<file path="config.mk">
export PLATFORM = sky130hd
export DESIGN_NAME = pipe_hazard_ctrl
export DESIGN_NICKNAME = d
export VERILOG_FILES = /design/src/rtl/pipe_hazard_ctrl.sv
export SDC_FILE = /design/constraint.sdc
export NUM_CORES = 1
export LEC_CHECK = 0
export BUFFER_PORTS_ARGS = -buffer_cell sky130_fd_sc_hd__clkbuf_2
export CAP_MARGIN = 20
export CORE_MARGIN = 2
export CORE_UTILIZATION = 32
export DETAILED_ROUTE_END_ITERATION = 6
export PLACE_DENSITY = 0.68
export SLEW_MARGIN = 0
export SYNTH_ARGS = -nofsm -noshare
export SYNTH_HDL_FRONTEND = slang
export SYNTH_SLANG_ARGS = --single-unit
</file>
<file path="constraint.sdc">
create_clock -name i_clk -period 3.4 [get_ports i_clk]
set_input_delay 0.68 -clock i_clk [delete_from_list [all_inputs] [get_ports i_clk]]
set_output_delay 0.68 -clock i_clk [all_outputs]
set_load 0.01 [all_outputs]
</file>
<file path="src/rtl/pipe_hazard_ctrl.sv">
// Hazard/stall/flush/forwarding controller for the 5-stage pipeline.
// Optional perf counters are built when PIPE_CTRL_PERF_EN is defined.
module pipe_hazard_ctrl #(
  parameter int unsigned REG_BITS   = 5,
  parameter int unsigned MD_CNT_W   = 8,
  parameter int unsigned MD_TIMEOUT = 64,
  parameter int unsigned PERF_W     = 32
) (
  input  logic                i_clk,
  input  logic                i_rst,
  input  logic [REG_BITS-1:0] i_id_rs,
  input  logic [REG_BITS-1:0] i_id_rt,
  input  logic [REG_BITS-1:0] i_ex_rs,
  input  logic [REG_BITS-1:0] i_ex_rt,
  input  logic [REG_BITS-1:0] i_ex_rd,
  input  logic                i_ex_mem_read,
  input  logic [REG_BITS-1:0] i_mem_rd,
  input  logic                i_mem_reg_write,
  input  logic [REG_BITS-1:0] i_wb_rd,
  input  logic                i_wb_reg_write,
  input  logic                i_branch_taken,
  input  logic                i_md_start,
  input  logic                i_md_done,
  output logic                o_pc_en,
  output logic                o_ifid_en,
  output logic                o_idex_en,
  output logic                o_exmem_en,
  output logic                o_memwb_en,
  output logic                o_ifid_flush,
  output logic                o_idex_flush,
  output logic                o_exmem_flush,
  output logic [1:0]          o_fwd_a,
  output logic [1:0]          o_fwd_b,
  output logic                o_md_busy,
  output logic                o_md_err,
  output logic [PERF_W-1:0]   o_stall_cnt,
  output logic [PERF_W-1:0]   o_flush_cnt
);

  localparam logic [MD_CNT_W-1:0] MdLast = MD_CNT_W'(MD_TIMEOUT - 1);

  typedef enum logic [0:0] {StRun, StMdWait} state_e;

  state_e              r_state, w_state_nxt;
  logic [MD_CNT_W-1:0] r_md_cnt, w_md_cnt_nxt;
  logic                r_md_err, w_md_err_nxt;

  logic w_load_use;
  logic w_pc_en, w_ifid_en, w_idex_en, w_exmem_en, w_memwb_en;
  logic w_ifid_flush, w_idex_flush, w_exmem_flush, w_md_busy;
  logic w_mem_hit_a, w_wb_hit_a, w_mem_hit_b, w_wb_hit_b;
  logic [1:0] w_fwd_a, w_fwd_b;

  assign w_load_use = i_ex_mem_read && (i_ex_rd != '0) &&
                      ((i_ex_rd == i_id_rs) || (i_ex_rd == i_id_rt));

  always_comb begin
    w_pc_en       = 1'b1;
    w_ifid_en     = 1'b1;
    w_idex_en     = 1'b1;
    w_exmem_en    = 1'b1;
    w_memwb_en    = 1'b1;
    w_ifid_flush  = 1'b0;
    w_idex_flush  = 1'b0;
    w_exmem_flush = 1'b0;
    w_md_busy     = 1'b0;
    w_state_nxt   = r_state;
    w_md_cnt_nxt  = r_md_cnt;
    w_md_err_nxt  = r_md_err;
    unique case (r_state)
      StRun: begin
        if (i_branch_taken) begin
          w_ifid_flush = 1'b1;
          w_idex_flush = 1'b1;
        end else if (i_md_start) begin
          w_pc_en       = 1'b0;
          w_ifid_en     = 1'b0;
          w_idex_en     = 1'b0;
          w_exmem_flush = 1'b1;
          w_state_nxt   = StMdWait;
          w_md_cnt_nxt  = '0;
        end else if (w_load_use) begin
          w_pc_en      = 1'b0;
          w_ifid_en    = 1'b0;
          w_idex_flush = 1'b1;
        end
      end
      StMdWait: begin
        w_md_busy = 1'b1;
        if (i_md_done) begin
          w_state_nxt = StRun;
        end else begin
          // Hold the front end and keep bubbling EX/MEM until the result lands.
          w_pc_en       = 1'b0;
          w_ifid_en     = 1'b0;
          w_idex_en     = 1'b0;
          w_exmem_flush = 1'b1;
          if (r_md_cnt == MdLast) begin
            w_md_err_nxt = 1'b1;
            w_state_nxt  = StRun;
            w_md_cnt_nxt = '0;
          end else begin
            w_md_cnt_nxt = r_md_cnt + 1'b1;
          end
        end
      end
      default: w_state_nxt = StRun;
    endcase
  end

  always_ff @(posedge i_clk or posedge i_rst) begin
    if (i_rst) begin
      r_state  <= StRun;
      r_md_cnt <= '0;
      r_md_err <= 1'b0;
    end else begin
      r_state  <= w_state_nxt;
      r_md_cnt <= w_md_cnt_nxt;
      r_md_err <= w_md_err_nxt;
    end
  end

  // MEM wins over WB when both hold the same destination.
  assign w_mem_hit_a = i_mem_reg_write && (i_mem_rd != '0) && (i_mem_rd == i_ex_rs);
  assign w_wb_hit_a  = i_wb_reg_write  && (i_wb_rd  != '0) && (i_wb_rd  == i_ex_rs);
  assign w_mem_hit_b = i_mem_reg_write && (i_mem_rd != '0) && (i_mem_rd == i_ex_rt);
  assign w_wb_hit_b  = i_wb_reg_write  && (i_wb_rd  != '0) && (i_wb_rd  == i_ex_rt);
  assign w_fwd_a = w_mem_hit_a ? 2'b10 : (w_wb_hit_a ? 2'b01 : 2'b00);
  assign w_fwd_b = w_mem_hit_b ? 2'b10 : (w_wb_hit_b ? 2'b01 : 2'b00);

  assign o_pc_en       = w_pc_en       & ~i_rst;
  assign o_ifid_en     = w_ifid_en     & ~i_rst;
  assign o_idex_en     = w_idex_en     & ~i_rst;
  assign o_exmem_en    = w_exmem_en    & ~i_rst;
  assign o_memwb_en    = w_memwb_en    & ~i_rst;
  assign o_ifid_flush  = w_ifid_flush  & ~i_rst;
  assign o_idex_flush  = w_idex_flush  & ~i_rst;
  assign o_exmem_flush = w_exmem_flush & ~i_rst;
  assign o_fwd_a       = i_rst ? 2'b00 : w_fwd_a;
  assign o_fwd_b       = i_rst ? 2'b00 : w_fwd_b;
  assign o_md_busy     = w_md_busy     & ~i_rst;
  assign o_md_err      = r_md_err;

`ifdef PIPE_CTRL_PERF_EN
  logic [PERF_W-1:0] r_stall_cnt, r_flush_cnt;
  logic              w_branch_flush;

  assign w_branch_flush = (r_state == StRun) && i_branch_taken;

  always_ff @(posedge i_clk or posedge i_rst) begin
    if (i_rst) begin
      r_stall_cnt <= '0;
      r_flush_cnt <= '0;
    end else begin
      if (!w_pc_en)       r_stall_cnt <= r_stall_cnt + PERF_W'(1);
      if (w_branch_flush) r_flush_cnt <= r_flush_cnt + PERF_W'(1);
    end
  end

  assign o_stall_cnt = r_stall_cnt;
  assign o_flush_cnt = r_flush_cnt;
`else
  assign o_stall_cnt = '0;
  assign o_flush_cnt = '0;
`endif

endmodule

</file>
======== After elaboration in Yosys (flattened, before gate mapping) ========
Cells that the tools add are included.
word-level totals
  register bits ........................... 10
  input port bits ......................... 43
  output and inout bits ................... 78
  logic and storage cells ................. 70
cells by class
  add/subtract/negate cells ............... 1
  equality and inequality tests ........... 10
  multiplexer cells ....................... 33
  bitwise gates (word level) .............. 9
  reduce and logical (&&, ||, !) cells .... 14
operators by type and width
  kind                                                             number
  8-bit 2-to-1 mux                                                 4
  5-bit == test                                                    6
  1-bit 2-to-1 mux                                                 20
  8-bit one-hot mux with 2 select lines                            1
  5-bit nonzero test                                               3
  8-bit by 1-bit adder with 8-bit output, second input constant    1
  8-bit by 6-bit == test with 1-bit output, second input constant  1
  1-bit logical AND                                                8
  2-bit 2-to-1 mux                                                 4
  1-bit one-hot mux with 2 select lines                            4
  1-bit AND                                                        6
  2-bit inequality test, second input constant                     3
  3-bit AND reduction                                              2
  1-bit NOT                                                        3
  1-bit logical OR                                                 1

======== Longest topological paths before layout ========
  depth after elaboration ................. 8
  mapped depth ............................ 6
  depth with buffers taken out ............ 5

======== Worst setup path after synthesis ========
Ideal clock, no wire load.
  path type ............................... in2out
  from .................................... input i_rst
  to ...................................... output o_fwd_a[0]
  data arrival time ....................... 2.130 ns
  required time ........................... 2.720 ns
  path slack .............................. 0.590 ns
  stages .................................. 5
  buffers on the path ..................... 1
  path through ............................ clkbuf_1 -> inv_1 -> o211ai_1 -> or4_1 -> nor4_2
on the way
  cells in the longest elaborated chain, start to end .. 1
RTL lines
  what                line  text
  start: declaration  10    input logic i_rst,
  2-bit 2-to-1 mux    139   assign o_fwd_a = i_rst ? 2'b00 : w_fwd_a;
  end: declaration    32    output logic [1:0] o_fwd_a,
Every way passes these cells.

======== Worst setup path in the final report ========
  from .................................... input i_ex_rd[1]
  to ...................................... output o_ifid_en
on the way
  cells in the longest elaborated chain, start to end .. 8
  elaborated cells between the ends (all ways) .. 11
  those cells by class .................... 2 x eq/ne; 4 x mux; 1 x bitwise; 4 x reduce/logical
RTL lines
  what                                                   line    text
  start: declaration                                     15      input logic [REG_BITS-1:0] i_ex_rd,
  5-bit == test or 5-bit nonzero test (tied branches)    55, 54
  1-bit logical OR or 1-bit logical AND (tied branches)  55, 54
  1-bit logical AND *                                    54      assign w_load_use = i_ex_mem_read && (i_ex_rd != '0) &&
  1-bit 2-to-1 mux *                                     82      end else if (w_load_use) begin
  1-bit 2-to-1 mux *                                     75      end else if (i_md_start) begin
  1-bit 2-to-1 mux *                                     72      if (i_branch_taken) begin
  1-bit one-hot mux with 2 select lines *                70      unique case (r_state)
  1-bit AND *                                            132     assign o_ifid_en = w_ifid_en & ~i_rst;
  end: declaration                                       25      output logic o_ifid_en,
Mark *: on every way between the ends. The rest lies on a longest branch, timed or not.

==> parameters.txt <==
Parameter                              Value

Run status
  Outcome    finished clean

Power and ir drop
  Net switching power    ~160 uW
  Power density over the cells    around 270 nW/um^2
  Switching power share of the total    36.4%
  Worst VDD drop    between 0.09 and 0.1 mV
  Register share of total power    34.1%
  Power Total    433 uW
  Leakage power total    0.000819 uW
  Clock power frac    27.2%
  Combinational cell fraction of total power    38.6%
  Internal Dissipation    276 uW

Critical path
  Crit start category    primary input
  Arrival time at the worst endpoint    2.19 ns
  Worst R2R Path Depth    4
  Required time at the worst-slack endpoint    roughly 2.7 ns
  Critical Path End Type    primary output
  Start-to-end type of the worst setup path    primary input to primary output
  Worst Path Max Fanout    3

Die
  Height of the die    a little over 70 um
  Die width    71.8 um
  Number of placement rows    24
  IO Pins    121
  Floorplan die area    5150 sq um
  Core footprint    4380 sq um
  Starting utilization of the core area    33.5%

Cells and area
  Number of non-filler instances in the completed layout    292
  Number of antenna repair diodes    0
  Net count reported at finish    approximately 290
  Most common library cell in the layout ignoring fill and taps    sky130_fd_sc_hd__conb_1
  Most frequent cells in the layout    sky130_fd_sc_hd__conb_1 (64), sky130_fd_sc_hd__clkbuf_2 (56), sky130_fd_sc_hd__xnor2_1 (21)
  Fillcell total    477
  Signed area change from the synthesized netlist to the final layout    8.60%
  Proportion of layout cells with a drive suffix above 1    26.3%

GRT
  Initial antenna violation count    0
  Largest net degree at the start of global routing    13
  Global Route Usage Sum    10.7%
  Remaining Overflow, GRT    0
  Global-route wire length before repair    around 4400 um
  Via count of the first global-routing pass    approximately 1000

Routing
  Initial drt markers    80
  Avg WL per Cell    10.1 um
  Number of routed nets with antenna violations    0
  Detailed-routing iteration count for the pre-antenna-repair pass    2
  Total Routed Length    2940 um
  Total number of vias    1210
  Number of remaining DRC errors    0
  Via-per-instance ratio    4.14

Yosys
  Post-Synthesis Mean Instance Area    7.94 sq um
  Synthesized instance count    about 190
  Sequential element share of the synthesized area    17.0%
  Flip-flop and latch count after synthesis    10
  YS warnings    0
  Synth cell types    35
  Post-synthesis instance area    approximately 1500 sq um

Placed design
  Routability cong.    roughly 0.8
  Minimum setup slack after placement    0.546 ns
  HPWL after detailed placement    approximately 2600 um
  Number of placed instances with taps included    about 290
  Port bufs    between 50 and 60

CTS
  Number of H-tree levels    1
  Clk buf depth    2
  Total setup buffers inserted after CTS    0
  Cell at the root of the clock tree    sky130_fd_sc_hd__clkbuf_8
  Number of buffers inserted during clock tree synthesis    3
  Clk_lat worst skew    about 0.23 ns
  Count of clock tree sinks    10
  Clock-pin slew on the worst setup and hold paths    roughly 0.04 ns
  # resized after CTS    0
  Hold-fix buffers, CTS    0
  TritonCTS clock tree    done

Timing
  Number of pins exceeding their max-slew limit in the final report    0
  Count of final hold-check violations    0
  Final worst path period share    a little over four fifths
  RSZ-0062 raised after global routing    false
  Minimum period implied by the final worst setup slack    between 2 and 3 ns
  Total setup violations reported at the end of the flow    0
  Maximum operating frequency    0.348 GHz
  Final worst-path setup slack    around 0.53 ns
  Skew final    0.00159 ns
  Total Neg Setup Slack    0 ns
  Final-layout worst hold slack    around 0.48 ns

Hold path
  Number of stages on the worst hold path    1
  Class of the worst hold path    flop to flop

Flow run
  Number of maximum-capacitance constraint violations    0
## kinds of logic after synthesis
kind of cell	synth area share, %
DFF	17.0
other	0.255
buffers and inverters	34.8
xor gates and xnor gates	19.1
adders and majority gates	0.852
and+or+nand+nor	19.5
AOI/OAI and AO/OA	7.75
muxes	0.681
## synthesized netlist by cell type
| master | n | share of area [%] |
|---|---|---|
| sky130_fd_sc_hd__a211oi_1 | 1 | 0.51 |
| sky130_fd_sc_hd__a21boi_0 | 1 | 0.51 |
| sky130_fd_sc_hd__a21o_1 | 1 | 0.51 |
| sky130_fd_sc_hd__a21oi_1 | 1 | 0.34 |
| sky130_fd_sc_hd__a22o_1 | 1 | 0.60 |
| sky130_fd_sc_hd__a31oi_1 | 2 | 0.85 |
| sky130_fd_sc_hd__and4_1 | 1 | 0.60 |
| sky130_fd_sc_hd__buf_2 | 1 | 0.34 |
| sky130_fd_sc_hd__buf_4 | 66 | 34 |
| sky130_fd_sc_hd__clkbuf_1 | 1 | 0.26 |
| sky130_fd_sc_hd__conb_1 | 1 | 0.26 |
| sky130_fd_sc_hd__dfrtp_1 | 10 | 17 |
| sky130_fd_sc_hd__ha_1 | 1 | 0.85 |
| sky130_fd_sc_hd__inv_1 | 2 | 0.51 |
| sky130_fd_sc_hd__mux2i_1 | 1 | 0.68 |
| sky130_fd_sc_hd__nand2_1 | 13 | 3.3 |
| sky130_fd_sc_hd__nand2b_1 | 2 | 0.85 |
| sky130_fd_sc_hd__nand3_1 | 8 | 2.7 |
| sky130_fd_sc_hd__nand3b_1 | 1 | 0.51 |
| sky130_fd_sc_hd__nand4_1 | 1 | 0.43 |
| sky130_fd_sc_hd__nor2_1 | 7 | 1.8 |
| sky130_fd_sc_hd__nor2b_1 | 2 | 0.85 |
| sky130_fd_sc_hd__nor3_1 | 3 | 1.0 |
| sky130_fd_sc_hd__nor3b_1 | 2 | 1.0 |
| sky130_fd_sc_hd__nor4_1 | 4 | 1.7 |
| sky130_fd_sc_hd__nor4_2 | 2 | 1.7 |
| sky130_fd_sc_hd__o211ai_1 | 1 | 0.51 |
| sky130_fd_sc_hd__o21ai_0 | 7 | 2.4 |
| sky130_fd_sc_hd__o21ai_2 | 1 | 0.60 |
| sky130_fd_sc_hd__o21bai_1 | 1 | 0.51 |
| sky130_fd_sc_hd__o22ai_1 | 1 | 0.43 |
| sky130_fd_sc_hd__or3_1 | 1 | 0.43 |
| sky130_fd_sc_hd__or4_1 | 5 | 2.6 |
| sky130_fd_sc_hd__xnor2_1 | 21 | 13 |
| sky130_fd_sc_hd__xor2_1 | 11 | 6.6 |
## power groups by stage
stage          registers (uW)  clock network [uW]  logic, uW
2_1_floorplan             143                   0        170
3_3_place_gp              149                   0        166
3_5_place_dp              150                   0        168
4_1_cts                   148                 122        168
5_1_grt                   150                 128        187
6_report                  148                 118        168
## per-layer routing
layer / vias to the layer above / track usage, % / part of all wire [%] / wire (um)
li1: 608 / - / - / -
met1: 529 / 14.0 / 41 / 1210
met5: - / 0 / 0 / 0
met2: 71 / 16.8 / 48 / 1420
met3: 2 / 3.80 / 9.9 / 292
met4: 0 / 3.14 / 0.65 / 19
## worst max-delay path, stage by stage
cell,delay (ns)
sky130_fd_sc_hd__clkbuf_2,0.11
sky130_fd_sc_hd__or4_1,0.52
sky130_fd_sc_hd__o21ai_0,0.24
sky130_fd_sc_hd__nor3_1,0.07
sky130_fd_sc_hd__a211oi_1,0.37
sky130_fd_sc_hd__clkbuf_2,0.20
## per-stage QoR
step           utilization (%)  area (sq um)
4_1_cts                   36.4          1600
3_5_place_dp              35.4          1550
5_1_grt                   36.4          1600
3_3_place_gp              35.4          1550
6_report                  36.4          1600
2_1_floorplan                -          1710
## final timing paths
kind,start,end,slack (ns)
setup / recovery,i_ex_rd[1],o_ifid_en,0.53
hold / removal,o_md_err$_DFFE_PP0P_,o_md_err$_DFFE_PP0P_,0.48
setup reg to reg,r_state$_DFF_PP0_,r_md_cnt[6]$_DFFE_PP0P_,1.87
hold reg to reg,o_md_err$_DFFE_PP0P_,o_md_err$_DFFE_PP0P_,0.48
max in group asynchronous,i_rst,r_md_cnt[5]$_DFFE_PP0P_,2.68
min in group asynchronous,i_rst,o_md_err$_DFFE_PP0P_,0.57
## registers in the layout (all words and copies together) (netlist names)
signal / flops
r_md_cnt: 8
r_state: 1
o_md_err: 1
## area by class of cell
| type | count | area, sq um | area share (%) |
|---|---|---|---|
| Multi-Input combinational cell | 168 | 943 | 59.1 |
| Timing Repair Buffer | 57 | 288 | 18.0 |
| Sequential cell | 10 | 250 | 15.7 |
| Tap cell | 52 | 65.1 | 4.08 |
| Clock buffer | 3 | 41.3 | 2.59 |
| Inverter | 2 | 7.51 | 0.471 |
Note: power is estimated with default switching activity, not from simulation.
